[src/rtl/audio_pkg.sv]
// Shared constants and types for the I2S audio transmitter.
// MCLK fractional divider, sample width and frame geometry.
package audio_pkg;

  localparam int MCLK_INC   = 245760;
  localparam int MCLK_MOD   = 742500;
  localparam int SAMPLE_W   = 16;
  localparam int FRAME_BITS = 64;

  localparam int ACC_W = 22;
  localparam int CNT_W = $clog2(FRAME_BITS);

  localparam logic [ACC_W-1:0] ACC_INC  = ACC_W'(MCLK_INC);
  localparam logic [ACC_W-1:0] ACC_MOD  = ACC_W'(MCLK_MOD);
  // INC - MOD is negative; modulo-2^22 add gives acc + INC - MOD
  localparam logic [ACC_W-1:0] ACC_WRAP = ACC_W'(MCLK_INC - MCLK_MOD);

  typedef struct packed {
    logic [SAMPLE_W-1:0] l;
    logic [SAMPLE_W-1:0] r;
  } stereo_t;

endpackage

[src/rtl/sample_fifo.sv]
// Stereo sample FIFO, DEPTH x 32 bits, single clock, async reset.
// Ports: push_i/din_i write, pop_i/dout_o read, empty/full/level status.
module sample_fifo
  import audio_pkg::*;
#(
  parameter int DEPTH = 4
) (
  input  logic       clk_i,
  input  logic       rst_ni,
  input  logic       push_i,
  input  stereo_t    din_i,
  input  logic       pop_i,
  output stereo_t    dout_o,
  output logic       empty_o,
  output logic       full_o,
  output logic [4:0] level_o
);

  localparam int PW = (DEPTH > 1) ? $clog2(DEPTH) : 1;

  stereo_t       mem_q [DEPTH];
  logic [PW-1:0] wr_q;
  logic [PW-1:0] rd_q;
  logic [4:0]    lvl_q;
  logic          do_push;
  logic          do_pop;

  assign full_o  = (lvl_q == 5'(DEPTH));
  assign empty_o = (lvl_q == 5'd0);
  assign level_o = lvl_q;
  assign do_push = push_i && !full_o;
  assign do_pop  = pop_i && !empty_o;
  assign dout_o  = mem_q[rd_q];

  always_ff @(posedge clk_i or negedge rst_ni) begin
    if (!rst_ni) begin
      wr_q  <= '0;
      rd_q  <= '0;
      lvl_q <= '0;
    end else begin
      if (do_push) wr_q <= wr_q + PW'(1);
      if (do_pop)  rd_q <= rd_q + PW'(1);
      lvl_q <= lvl_q + 5'(do_push) - 5'(do_pop);
    end
  end

  always_ff @(posedge clk_i) begin
    if (do_push) mem_q[wr_q] <= din_i;
  end

endmodule

[src/rtl/audio_i2s_tx.sv]
// I2S transmitter: fractional MCLK from 74.25 MHz, SCLK = MCLK/4,
// 64-bit frames, 16-bit MSB-first samples fed from a stereo FIFO.
module audio_i2s_tx
  import audio_pkg::*;
#(
  parameter int FIFO_DEPTH = 4
) (
  input  logic                clk_74a,
  input  logic                reset_n,
  input  logic [SAMPLE_W-1:0] sample_l,
  input  logic [SAMPLE_W-1:0] sample_r,
  input  logic                sample_valid,
  output logic                sample_ready,
  output logic                audio_mclk,
  output logic                audio_lrck,
  output logic                audio_dac,
  output logic                audio_sclk,
  output logic                underflow,
  output logic [4:0]          fifo_level
);

  logic [ACC_W-1:0]    acc_q;
  logic [ACC_W-1:0]    acc_d;
  logic                mclk_q;
  logic [1:0]          div_q;
  logic [CNT_W-1:0]    cnt_q;
  logic [CNT_W-1:0]    cnt_d;
  logic                lrck_q;
  logic                dac_q;
  logic                und_q;
  logic [SAMPLE_W-1:0] hold_l_q;
  logic [SAMPLE_W-1:0] hold_r_q;
  logic [SAMPLE_W-1:0] shift_q;

  logic                tick;
  logic                rise;
  logic                fall_stb;
  logic                wrap;
  logic                slot_first;
  logic                slot_data;
  logic [CNT_W-2:0]    pos_d;
  logic [SAMPLE_W-1:0] src;

  stereo_t             push_data;
  stereo_t             fifo_dout;
  stereo_t             nxt;
  logic                fifo_empty;
  logic                fifo_full;
  logic                pop;

  assign push_data = '{l: sample_l, r: sample_r};

  sample_fifo #(
    .DEPTH (FIFO_DEPTH)
  ) u_fifo (
    .clk_i   (clk_74a),
    .rst_ni  (reset_n),
    .push_i  (sample_valid),
    .din_i   (push_data),
    .pop_i   (pop),
    .dout_o  (fifo_dout),
    .empty_o (fifo_empty),
    .full_o  (fifo_full),
    .level_o (fifo_level)
  );

  assign tick     = (acc_q >= ACC_MOD);
  assign acc_d    = acc_q + (tick ? ACC_WRAP : ACC_INC);
  assign rise     = tick && !mclk_q;
  assign fall_stb = rise && (div_q == 2'd3);
  assign cnt_d    = cnt_q + CNT_W'(1);
  assign wrap     = fall_stb && (cnt_q == CNT_W'(FRAME_BITS - 1));
  assign pop      = wrap && !fifo_empty;
  assign nxt      = fifo_empty ? '0 : fifo_dout;

  // Leaving slot 0 of a half-frame emits the MSB straight from the
  // holding register; the remaining 15 bits follow from the shifter.
  assign pos_d      = cnt_d[CNT_W-2:0];
  assign slot_first = (cnt_q[CNT_W-2:0] == '0);
  assign slot_data  = (pos_d >= (CNT_W-1)'(2)) &&
                      (pos_d <= (CNT_W-1)'(SAMPLE_W));
  assign src        = cnt_q[CNT_W-1] ? hold_r_q : hold_l_q;

  always_ff @(posedge clk_74a or negedge reset_n) begin
    if (!reset_n) begin
      acc_q    <= '0;
      mclk_q   <= 1'b0;
      div_q    <= '0;
      cnt_q    <= '0;
      lrck_q   <= 1'b0;
      dac_q    <= 1'b0;
      und_q    <= 1'b0;
      hold_l_q <= '0;
      hold_r_q <= '0;
      shift_q  <= '0;
    end else begin
      acc_q  <= acc_d;
      mclk_q <= mclk_q ^ tick;
      und_q  <= wrap && fifo_empty;
      if (rise) div_q <= div_q + 2'd1;
      if (fall_stb) begin
        cnt_q  <= cnt_d;
        lrck_q <= cnt_d[CNT_W-1];
        if (wrap) begin
          hold_l_q <= nxt.l;
          hold_r_q <= nxt.r;
        end
        unique case (1'b1)
          slot_first: begin
            dac_q   <= src[SAMPLE_W-1];
            shift_q <= {src[SAMPLE_W-2:0], 1'b0};
          end
          slot_data: begin
            dac_q   <= shift_q[SAMPLE_W-1];
            shift_q <= {shift_q[SAMPLE_W-2:0], 1'b0};
          end
          default: dac_q <= 1'b0;
        endcase
      end
    end
  end

  assign sample_ready = !fifo_full;
  assign audio_mclk   = mclk_q;
  assign audio_sclk   = div_q[1];
  assign audio_lrck   = lrck_q;
  assign audio_dac    = dac_q;
  assign underflow    = und_q;

endmodule

[config.mk]
export PLATFORM = sky130hd
export DESIGN_NAME = audio_i2s_tx
export DESIGN_NICKNAME = d
export VERILOG_FILES = /design/src/rtl/audio_pkg.sv /design/src/rtl/sample_fifo.sv /design/src/rtl/audio_i2s_tx.sv
export SDC_FILE = /design/constraint.sdc
export NUM_CORES = 1
export LEC_CHECK = 0
export BUFFER_PORTS_ARGS = -buffer_cell sky130_fd_sc_hd__buf_2
export CAP_MARGIN = 25
export CORE_MARGIN = 4
export CORE_UTILIZATION = 35
export DETAILED_ROUTE_END_ITERATION = 12
export PLACE_DENSITY = 0.6
export SYNTH_ARGS = -nofsm -noshare
export SYNTH_HDL_FRONTEND = slang
export SYNTH_SLANG_ARGS = --single-unit
export TNS_END_PERCENT = 20
[constraint.sdc]
create_clock -name clk_74a -period 11.45 [get_ports clk_74a]
set_input_delay 1.145 -clock clk_74a [delete_from_list [all_inputs] [get_ports clk_74a]]
set_output_delay 1.145 -clock clk_74a [all_outputs]
set_load 0.05 [all_outputs]
==> impl_metrics.env <==
export IMPL_outcome="finished, final reports clean"
export IMPL_cts_buffers=24
export IMPL_total_power_uw=1967
export IMPL_grt_first_pass_wirelength_um=29590
export IMPL_maxCapViolations=0
export IMPL_antenna_found_initial=0
export IMPL_wire_per_inst_um=17.86
export IMPL_pwr_share_clk_pct=38.8
export IMPL_syn_inst=602
export IMPL_r2r_end="u_fifo.level_o[4]"
export IMPL_finalSetupViolCount=0
export IMPL_p_sw_share_pct=24.85
export IMPL_r2r_cells=19
export IMPL_synthTopCellsByArea="edfxtp_1 42%, dfrtp_1 24%, mux4_2 7.8%"
export IMPL_power_density_nw_per_um2=184.9
export IMPL_fin_tns_setup_ps=0
export IMPL_slew_headroom_pct=33.02
export IMPL_fp_dieArea_um2=29030
export IMPL_cts_root_buf="clkbuf_16"
export IMPL_max_vdd_ir_drop_v=0.0001501
export IMPL_netlist_area_leader_share_pct=41.65
export IMPL_core_um2=25980
export IMPL_r2r_start="acc_q[3]"
export IMPL_critical_path_endpoint="u_fifo.level_o[4]"
export IMPL_first_iter_violations=242
export IMPL_routed_wl_um=17940
export IMPL_dp_hpwl_um=11360
export IMPL_port_buffers=45
export IMPL_hold_path_class="flip-flop to flip-flop"
export IMPL_ys_warn_count=0
export IMPL_cp_required_ps=11840
export IMPL_synth_top_cell_by_area="edfxtp_1"
export IMPL_grt_overflow=0
export IMPL_rsz0062_at_grt="no"
export IMPL_power_internal_uw=1478
export IMPL_fin_hold_ws_ps=489.5
export IMPL_hold_viol_final=0
export IMPL_ys_flop_type="edfxtp_1"
export IMPL_ctsResizeCount=0
export IMPL_ctsHtreeMaxLevel=1
export IMPL_synth_distinct_cells=59
export IMPL_synth_area_um2=9228
export IMPL_period_needed_ps=4881
export IMPL_cts_tree="yes"
export IMPL_ios=46
export IMPL_finalCritPeriodShare_pct=42.63
export IMPL_antenna_cells=0
export IMPL_cts_setup_buffers=0
export IMPL_leakagePower_uw=0.004093
export IMPL_drtAntennaViolNets=0
export IMPL_drive_above_1_share_pct=20.33
export IMPL_async_flop_share_pct=40.47
export IMPL_grt_max_degree=60
export IMPL_worstPathArrival_ps=5270
export IMPL_drtPass1Iterations=4
export IMPL_ys_ff_latch=215
export IMPL_worstSetupEndpointType="flip-flop"
export IMPL_vias=5184
export IMPL_power_switching_uw=488.9
export IMPL_comb_power_share_pct=12.1
export IMPL_seqPwrFrac_pct=49.1
export IMPL_min_from="div_q[0]"
export IMPL_clk_insertion_delay_late_ps=520
export IMPL_crit_type="flip-flop to flip-flop"
export IMPL_seq_area_frac_synth_pct=65.25
export IMPL_crit_start="acc_q[3]"
export IMPL_worst_pin_slew_ps=1005
export IMPL_grt_pass1_vias=5628
export IMPL_finalClockSkew_ps=20.45
export IMPL_path_clk_slew_ps=60
export IMPL_r2r_slack_ps=6570
export IMPL_final_max_slew_viol_count=0
export IMPL_cts_sinks=215
export IMPL_synth_edf_count=128
export IMPL_crit_path_start_kind="flip-flop"
export IMPL_synth_nets=667
export IMPL_holdBufCountCts=0
export IMPL_place_congestion=0.7857
export IMPL_viasPerCell=5.163
export IMPL_initial_core_util_pct=35.51
export IMPL_fp_row_count=59
export IMPL_clock_fmax_ghz=0.2049
export IMPL_dieWidth_um=170.4
export IMPL_track_usage_pct=12.52
export IMPL_nNetsFinal=716
export IMPL_die_h_um=170.4
export IMPL_synthToLayoutAreaGrowth_pct=15.31
export IMPL_cts_buffer_depth=3
export IMPL_drc=0
export IMPL_cp_max_fo=34
export IMPL_syn_area_per_cell_um2=15.33
placed cells by master (no fill, tap or decap), types with 3 or more instances in the layout:
cell type / count
edfxtp_1: 128
dfrtp_1: 85
buf_2: 44
a22o_1: 33
nand2_1: 32
mux4_2: 32
nor2_1: 28
ha_1: 28
clkbuf_16: 25
inv_1: 24
nor3_1: 19
xnor2_1: 19
a221o_1: 15
mux2i_1: 15
a21oi_1: 12
xor2_1: 9
clkbuf_1: 9
buf_4: 8
and3_1: 7
o21ai_0: 6
a21o_1: 5
nand3_1: 5
a211o_1: 4
nand4_1: 4
o21a_1: 4
clkinv_2: 4
o311ai_0: 3
o2111ai_1: 3
nor4_1: 3
nor2b_1: 3
nand2b_1: 3
mux2_2: 3
power groups by stage:
stage	combinational [uW]	sequential, uW	clock [uW]
finish	238	967	763
global route	262	975	819
CTS	246	969	786
detailed placement	245	983	0
global placement	232	976	0
floorplan	127	1010	0
area by class of cell:
cell class              count  area, um2
well taps                 335      419.2
repair buffers             53      307.8
clock inverters             8      117.6
flip-flops and latches    215       6023
multi-input cells         333       2995
fillers                  2372      15340
clock buffers              36      686.9
inverters                  24      90.09
worst min-delay path by stage:
stage          endpoint  slack (ps)  depth (start not counted)
3_5_place_dp   div_q[0]         480                          1
5_1_grt        div_q[0]         490                          1
3_3_place_gp   div_q[0]         460                          1
4_1_cts        div_q[0]         490                          1
2_1_floorplan  div_q[0]         440                          1
6_report       div_q[0]         490                          1
Yosys cell counts (all sizes together) (3+ instances only):
cell and n:
nor2 29, a21oi 13, dfrtp 87, nor4 4, nor2b 3, o311ai 3, nor3 20, o21a 4
xnor2 19, mux4 32, a221o 15, and2 3, nand4 4, mux2 3, mux2i 15, clkbuf 20
o21ai 6, ha 28, buf 10, a22o 33, a21o 5, xor2 9, nand2 32, and3 7
nand2b 3, edfxtp 128, nand3 5, inv 24, a211o 4, o2111ai 3
sequential cells by signal, summed over array words and instances (netlist names):
register and flops:
cnt_q 6, underflow 1, u_fifo.level_o 5, u_fifo.wr_q 2, hold_r_q 16, audio_mclk 1, u_fifo.mem_q 128, div_q 2
audio_dac 1, hold_l_q 16, u_fifo.rd_q 2, acc_q 20, shift_q 15
kinds of logic (layout without fill, tap and decap cells):
logic type / Yosys count / after routing / synth area share [%]
adder cells (fa/ha/maj): 30 / 30 / 4.231
AO/OA/AOI/OAI: 101 / 101 / 8.800
buffers and inverters: 54 / 121 / 2.332
flip-flops: 215 / 215 / 65.25
AND/OR/NAND/NOR: 124 / 124 / 6.929
XOR/XNOR: 28 / 28 / 2.658
multiplexers: 50 / 50 / 9.803
metrics by stage:
step	area [um2]	cells	util [%]	worst slack, ps
finish	10640	1004	40.95	6569
global route	10640	1004	40.95	6031
CTS	10640	1004	40.95	6485
detailed placement	9836	960	37.85	6533
global placement	9808	959	37.75	6684
floorplan	9228	602	-	7358
per-layer routing:
metal / wire, um / up-vias / track usage, % / part of all wire, %
met4: 396 / 0 / 3.056 / 2.2
met1: 7721 / 2644 / 16.00 / 43
li1: - / 2420 / - / -
met5: 0 / - / 0 / 0
met2: 9234 / 93 / 22.18 / 51
met3: 584 / 27 / 2.207 / 3.3
critical path: stages, from the launching register on:
cell and delay (ps):
dfrtp_1 400, o311ai_0 370, a311oi_1 170, a41oi_1 590
inv_1 410, ha_1 360, and2_1 420, nand4_1 220
buf_4 380, a21oi_2 70, ha_1 280, inv_1 60
ha_1 150, inv_1 50, fa_1 390, inv_1 80
a21oi_1 60, nor2_1 80, nor2_1 50, xnor2_1 120
Note: power is estimated with default switching activity, not from simulation.
